==> config.mk <==
export PLATFORM = sky130hd
export DESIGN_NAME = fetch_unit
export DESIGN_NICKNAME = d
export VERILOG_FILES = /design/src/rtl/fetch_pkg.sv /design/src/rtl/fetch_hw_queue.sv /design/src/rtl/fetch_unit.sv
export SDC_FILE = /design/constraint.sdc
export NUM_CORES = 1
export LEC_CHECK = 0
export CORE_ASPECT_RATIO = 1.5
export CORE_MARGIN = 4
export CORE_UTILIZATION = 49
export CTS_CLUSTER_SIZE = 14
export DETAILED_ROUTE_END_ITERATION = 10
export PLACE_DENSITY = 0.85
export SYNTH_ARGS = -nofsm -noshare
export SYNTH_HDL_FRONTEND = slang
export SYNTH_SLANG_ARGS = --single-unit
==> constraint.sdc <==
create_clock -name clk -period 3.95 [get_ports clk]
set_clock_uncertainty 0.15 [all_clocks]
set_input_delay 0.5925 -clock clk [delete_from_list [all_inputs] [get_ports clk]]
set_output_delay 0.5925 -clock clk [all_outputs]
set_load 0.01 [all_outputs]
==> src/rtl/fetch_pkg.sv <==
// Shared definitions for the Thumb instruction fetch unit.
package fetch_pkg;

    localparam int unsigned ADDR_W  = 12;
    localparam int unsigned WADDR_W = 10;
    localparam int unsigned DATA_W  = 32;
    localparam int unsigned HW_W    = 16;

    // Leading five bits of a halfword that opens a 32-bit Thumb encoding
    localparam logic [4:0] THUMB32_PFX0 = 5'b11101;
    localparam logic [4:0] THUMB32_PFX1 = 5'b11110;
    localparam logic [4:0] THUMB32_PFX2 = 5'b11111;

    typedef enum logic [1:0] {
        IDLE,
        REQ,
        WAIT
    } fetch_state_t;

    function automatic logic is_thumb32(input logic [4:0] top5);
        return (top5 == THUMB32_PFX0) || (top5 == THUMB32_PFX1) || (top5 == THUMB32_PFX2);
    endfunction

endpackage

==> src/rtl/fetch_hw_queue.sv <==
// Halfword FIFO: pushes 0-2 halfwords, pops 0-2 halfwords, flushable.
module fetch_hw_queue
    import fetch_pkg::*;
#(
    parameter int unsigned DEPTH = 4
) (
    input  logic                     clk,
    input  logic                     rst,
    input  logic                     flush,
    input  logic [1:0]               push_n,
    input  logic [HW_W-1:0]          push_d0,
    input  logic [HW_W-1:0]          push_d1,
    input  logic [1:0]               pop_n,
    output logic [HW_W-1:0]          head0,
    output logic [HW_W-1:0]          head1,
    output logic [$clog2(DEPTH):0]   count
);

    localparam int unsigned AW = $clog2(DEPTH);

    logic [HW_W-1:0] mem [DEPTH];
    logic [AW-1:0]   rd_ptr;
    logic [AW-1:0]   wr_ptr;

    // Storage write; push_d0 always lands first in address order
    always_ff @(posedge clk) begin
        if (!rst && !flush) begin
            if (push_n != 2'd0) mem[wr_ptr] <= push_d0;
            if (push_n == 2'd2) mem[wr_ptr + 1'b1] <= push_d1;
        end
    end

    // Pointer and occupancy bookkeeping
    always_ff @(posedge clk) begin
        if (rst || flush) begin
            rd_ptr <= '0;
            wr_ptr <= '0;
            count  <= '0;
        end else begin
            wr_ptr <= wr_ptr + AW'(push_n);
            rd_ptr <= rd_ptr + AW'(pop_n);
            count  <= count + (AW+1)'(push_n) - (AW+1)'(pop_n);
        end
    end

    assign head0 = mem[rd_ptr];
    assign head1 = mem[rd_ptr + 1'b1];

endmodule

==> src/rtl/fetch_unit.sv <==
// Thumb fetch unit: reads 32-bit flash words into a halfword queue and
// presents whole 16/32-bit instructions to the decoder.
module fetch_unit
    import fetch_pkg::*;
#(
    parameter logic [ADDR_W-1:0] RESET_PC = 12'h000,
    parameter int unsigned       QDEPTH   = 4
) (
    input  logic                clk,
    input  logic                rst,
    input  logic                branch_valid,
    input  logic [ADDR_W-1:0]   branch_addr,
    output logic                ld_flash,
    output logic [WADDR_W-1:0]  flash_addr_PC,
    input  logic                flash_busy,
    input  logic [DATA_W-1:0]   dout_flash,
    output logic                instr_valid,
    output logic [DATA_W-1:0]   instr,
    output logic                instr_is32,
    output logic [ADDR_W-1:0]   instr_pc,
    input  logic                instr_ready
);

    localparam int unsigned CW = $clog2(QDEPTH) + 1;

    fetch_state_t        state_q, state_d;
    logic                drop_q, drop_d;
    logic                skip_lo_q, skip_lo_d;
    logic [WADDR_W-1:0]  faddr_q, faddr_d;
    logic [ADDR_W-1:0]   pc_q, pc_d;

    logic                q_flush;
    logic [1:0]          push_n, pop_n;
    logic [HW_W-1:0]     push_d0, head0, head1;
    logic [CW-1:0]       q_count, q_free;
    logic                h0_32, accept, capture;

    fetch_hw_queue #(.DEPTH(QDEPTH)) u_queue (
        .clk     (clk),
        .rst     (rst),
        .flush   (q_flush),
        .push_n  (push_n),
        .push_d0 (push_d0),
        .push_d1 (dout_flash[31:16]),
        .pop_n   (pop_n),
        .head0   (head0),
        .head1   (head1),
        .count   (q_count)
    );

    assign q_free  = CW'(QDEPTH) - q_count;
    assign accept  = (state_q == REQ)  && !flash_busy;
    assign capture = (state_q == WAIT) && !flash_busy;
    assign h0_32   = is_thumb32(head0[15:11]);
    assign push_d0 = skip_lo_q ? dout_flash[31:16] : dout_flash[15:0];

    assign ld_flash      = (state_q == REQ);
    assign flash_addr_PC = faddr_q;
    assign instr_pc      = pc_q;
    assign instr_valid   = (q_count != '0) && (!h0_32 || (q_count >= CW'(2)));
    assign instr_is32    = instr_valid && h0_32;
    assign instr         = !instr_valid ? '0 :
                           h0_32 ? {head0, head1} : {16'h0000, head0};

    // State and address registers
    always_ff @(posedge clk) begin
        if (rst) begin
            state_q   <= IDLE;
            drop_q    <= 1'b0;
            skip_lo_q <= RESET_PC[1];
            faddr_q   <= RESET_PC[11:2];
            pc_q      <= RESET_PC & ~12'h001;
        end else begin
            state_q   <= state_d;
            drop_q    <= drop_d;
            skip_lo_q <= skip_lo_d;
            faddr_q   <= faddr_d;
            pc_q      <= pc_d;
        end
    end

    // Next-state, queue control and redirect handling
    always_comb begin
        state_d   = state_q;
        drop_d    = drop_q;
        skip_lo_d = skip_lo_q;
        faddr_d   = faddr_q;
        pc_d      = pc_q;
        q_flush   = 1'b0;
        push_n    = 2'd0;
        pop_n     = 2'd0;
        if (branch_valid) begin
            q_flush   = 1'b1;
            faddr_d   = branch_addr[11:2];
            pc_d      = branch_addr & ~12'h001;
            skip_lo_d = branch_addr[1];
            // A read still in flight keeps the FSM in WAIT so only one request
            // is ever outstanding; its data is discarded when it returns.
            unique case (state_q)
                REQ: begin
                    state_d = accept ? WAIT : REQ;
                    drop_d  = accept;
                end
                WAIT: begin
                    state_d = capture ? REQ : WAIT;
                    drop_d  = !capture;
                end
                default: begin
                    state_d = REQ;
                    drop_d  = 1'b0;
                end
            endcase
        end else begin
            if (instr_valid && instr_ready) begin
                pop_n = h0_32 ? 2'd2 : 2'd1;
                pc_d  = pc_q + (h0_32 ? 12'd4 : 12'd2);
            end
            unique case (state_q)
                IDLE: if (q_free >= CW'(2)) state_d = REQ;
                REQ:  if (accept) state_d = WAIT;
                WAIT: begin
                    if (capture) begin
                        if (drop_q) begin
                            drop_d  = 1'b0;
                            state_d = REQ;
                        end else begin
                            push_n    = skip_lo_q ? 2'd1 : 2'd2;
                            skip_lo_d = 1'b0;
                            faddr_d   = faddr_q + 10'd1;
                            state_d   = (q_free >= CW'(4)) ? REQ : IDLE;
                        end
                    end
                end
                default: state_d = IDLE;
            endcase
        end
    end

endmodule
==> results.md <==
- Critical Path RT: around 3.2 ns
- Highest attainable clock frequency: 0.258 GHz
- Share of total power in combinational logic: between 10% and 20%
- Switch share: around a quarter
- Synthesized-area fraction occupied by xor and xnor cells: 1.98%
- Routed wire length: between 15000 and 20000 um
- Sum of net half-perimeters after detailed placement: approximately 12000 um
- Max-capacitance violation count: 0
- Switching component of the power: about 590 uW
- DIE HEIGHT: 146 um
- Overall global routing resource usage: between 20% and 30%
- Internal power: around 1700 uW
- Number of antenna violations at the first check in global routing: 0
- Clock buffer count from CTS: 9
- Seq cells post-synth: 96
- Slowest Stage Delay on Critical Path: around 0.59 ns
- Die Span X: about 100 um
- Sum of overflow across all layers after global routing: 0
- Portion of the clock cycle consumed by the worst path in the final layout: between 90% and 100%
- Cell type of the slowest stage on the worst timing path: clkdlybuf4s50_1
- Fin. Hold Viols: 0
- CTS root buf: clkbuf_16
- ANT cells: 0
- Number of search-and-repair iterations in the first detailed-routing pass: 6
- Remaining max-slew budget at the tightest pin: around two thirds
- Clock tree from TritonCTS: built
- Post-synthesis mux area share: 21.3%
- Ys flop type: edfxtp_1
- Maximum fanout along the worst path: 11
- Library cell with the largest summed area after synthesis: edfxtp_1
- Count of port buffers added during placement: just over 100
- Post-synthesis net count: ~650
- Area of the placeable core: approximately 12000 um^2
- Via density per instance: about 6.3
- Unique masters post-synth: 56
- Sequential share of power: between 40 and 50%
- Via count of the first global-routing pass: about 5.5k
- Critical path arrival: between 3 and 4 ns
- DR iter-0 viols: between 400 and 500
- Clock-pin transition on the worst setup and hold timing paths: 0.07 ns
- Arithmetic-cell share of the synthesized area counting full adders, half adders and majority gates: about 3.4%
- Global-route wire length before repair: ~27000 um
- Sequential area share after synthesis: 41.3%
- Count of flip-flops with a built-in enable after synthesis: 64
- Worst setup path class: reg -> out
- Worst setup EP type: output pin
- Result of the run: completed
- GP Congestion: about 0.83
- Number of warnings printed during yosys synthesis: 0
- Number of endpoints failing setup at the final stage: 0
- Largest net degree at the start of global routing: 42
- Hold Crit Class: reg -> reg
- Fraction of final layout cells with drive strength greater than 1: approximately a fifth
- Number of vias after detailed routing: about 5.3k
- Combined area of all synthesized cells: 6210 um^2
- Clock Latency Late Sink: about 0.35 ns
- DRC errors left: 0
- CP cell instances: buf_4 > inv_1 > mux4_2 > and3_1 > inv_2 > or3_4 > buf_4 > a211oi_1 > clkdlybuf4s50_1
- Final Max Slew Viols: 0
- Layout Nets: ~740
- Clock net sink count: 96
- Final min period: between 3 and 4 ns
- Most frequent CP cell: buf_4
- Gate count after technology mapping: a little under 600
- Slew at the pin closest to its max-slew limit: between 0.5 and 0.6 ns
- Main combinational cell family by area after synthesis: multiplexers
- Share of flip-flops with an asynchronous set or reset after synthesis: 0%
- Setup repair after global routing missed its margin: yes
- Synthesized-area fraction occupied by ao, oa, aoi and oai cells: between 10% and 20%
- P&R area growth vs syn: 25.0%
- Depth of the CTS H-tree: 3
- WHS: ~0.38 ns
- Remaining number of nets flagged by the antenna check after routing: 0
- Part of the power in the clock network: 37.2%
- Basic-gate share of the synthesized area counting and, or, nand and nor cells: between 10% and 20%
- Longest Clk Path Bufs: 2
- Starting Density: roughly half
- Max VDD drop: just under 0.0002 V
- Share of the synthesized area in the top cell type: 31.0%
- Final design utilization: 62.3%
- Synth Area per Inst: between 10 and 15 um^2
- # hold bufs at CTS: 0
- Static leakage: between 0.002 and 0.003 uW
- Worst setup SP type: flip-flop
- Detail-routed net length per standard cell: just over 20 um
- Full die area: ~15000 um^2
- Standard-cell row count: 50
- Setup slack on the worst flop-to-flop path: 0.41 ns
- Synth top area cells: edfxtp_1, mux2_2, dfxtp_1, mux2i_1, a211oi_1
- Io pins: between 100 and 150
- Power density normalized to cell area: 297 nW/um^2
## timing repair
action                                  CTS  global route
buffers inserted                          0             1
endpoints found under the setup margin   22            12
resized for setup                        14             9
## stage by stage
step	setup slack, ns	total power, uW	area [um^2]	instances	TNS (ns)
2_1_floorplan	0.257	1320	6210	584	0
3_3_place_gp	0.270	1450	7430	821	0
3_5_place_dp	0.211	1470	7430	821	0
4_1_cts	0.000660	2310	7730	837	0
5_1_grt	-0.0345	2390	7760	838	-0.0627
6_report	0.0718	2300	7760	838	0
## sequential cells by signal (all words and copies together) (netlist names), 2 cells and up
name,cells
u_queue.rd_ptr,2
u_queue.wr_ptr,2
instr_pc,11
u_queue.mem,64
state_q,2
flash_addr_PC,10
u_queue.count,3
## area by class of cell
class,count,area [um^2]
repair buffers,129,1230
clock buffers,10,229
inverters,24,90.1
clock inverters,6,55.1
well taps,156,195
fillers,978,4690
flip-flops and latches,96,2570
multi-input cells,417,3390
## power by group through the flow
stage               Sequential, uW  Clock, uW  Combinational [uW]
floorplan                     1150          0                 171
global placement              1140          0                 309
detailed placement            1140          0                 324
CTS                           1120        868                 326
global route                  1120        910                 352
finish                        1120        856                 325
## worst paths after layout
check | startpoint | to | cells after the start
max | u_queue.rd_ptr[0] | instr[18] | 9
max reg2reg | u_queue.rd_ptr[0] | instr_pc[7] | 11
min | flash_addr_PC[1] | flash_addr_PC[1] | 2
min reg2reg | flash_addr_PC[1] | flash_addr_PC[1] | 2
## layout by cell type (no fill, tap or decap), types with 4 or more instances in the layout
master           count
a211oi_1            36
a211oi_2             4
a21boi_0             5
a21oi_1             28
a311o_1             11
a311oi_1             4
a31oi_1              4
and2_1              10
and3_1              10
and4_1               4
buf_4               26
clkbuf_16            9
clkdlybuf4s50_1     87
dfxtp_1             30
dlygate4sd2_1        9
dlymetal6s2s_1       7
edfxtp_1            64
ha_1                12
inv_1               22
inv_6                4
mux2_2              76
mux2i_1             32
mux4_2               6
nand2_1             21
nand3_1              5
nand4_1             17
nor2_1              28
nor2b_1             15
nor3_1               7
nor4_1               4
o21ai_0             18
o31a_1               9
xnor2_1              6
xor2_1               8
## critical path: cells and delay by family (launching register included)
| family | cells | cell delay [ns] |
|---|---|---|
| buf+inv | 5 | 1.24 |
| simple gates | 2 | 0.65 |
| flops | 1 | 0.39 |
| mux | 1 | 0.28 |
| compound gates | 1 | 0.23 |
## per-layer routing
metal	wire, um	share of wire, %	global-route usage (%)
met5	0	0	0
met4	614	3.6	11.1
met3	1240	7.3	3.60
met2	8880	53	41.2
met1	6130	36	26.1
## synth_stat cells (all sizes together), types with 3 or more instances
cell / count
buf: 15
fa: 3
nand2: 21
a21boi: 5
xnor2: 6
o21bai: 3
and3: 10
o31a: 9
nor4: 4
and2: 10
a31oi: 4
edfxtp: 64
nor2b: 15
dfxtp: 32
xor2: 8
nor2: 28
nand4: 17
a21oi: 28
nand3: 5
or3: 4
nor3: 8
mux4: 6
and4: 5
a211oi: 40
or2: 3
mux2i: 33
ha: 12
o21ai: 18
nand2b: 3
a311o: 11
inv: 23
mux2: 76
clkbuf: 32
a311oi: 4
## kinds of logic (layout without fill, tap and decap cells)
kind of cell	after synthesis	after routing
AO/OA/AOI/OAI	133	133
XOR/XNOR	14	14
adder cells (fa/ha/maj)	15	15
buffers and inverters	71	169
flip-flops	96	96
multiplexers	115	115
other	1	1
AND/OR/NAND/NOR	139	139
Note: power is estimated with default switching activity, not from simulation.
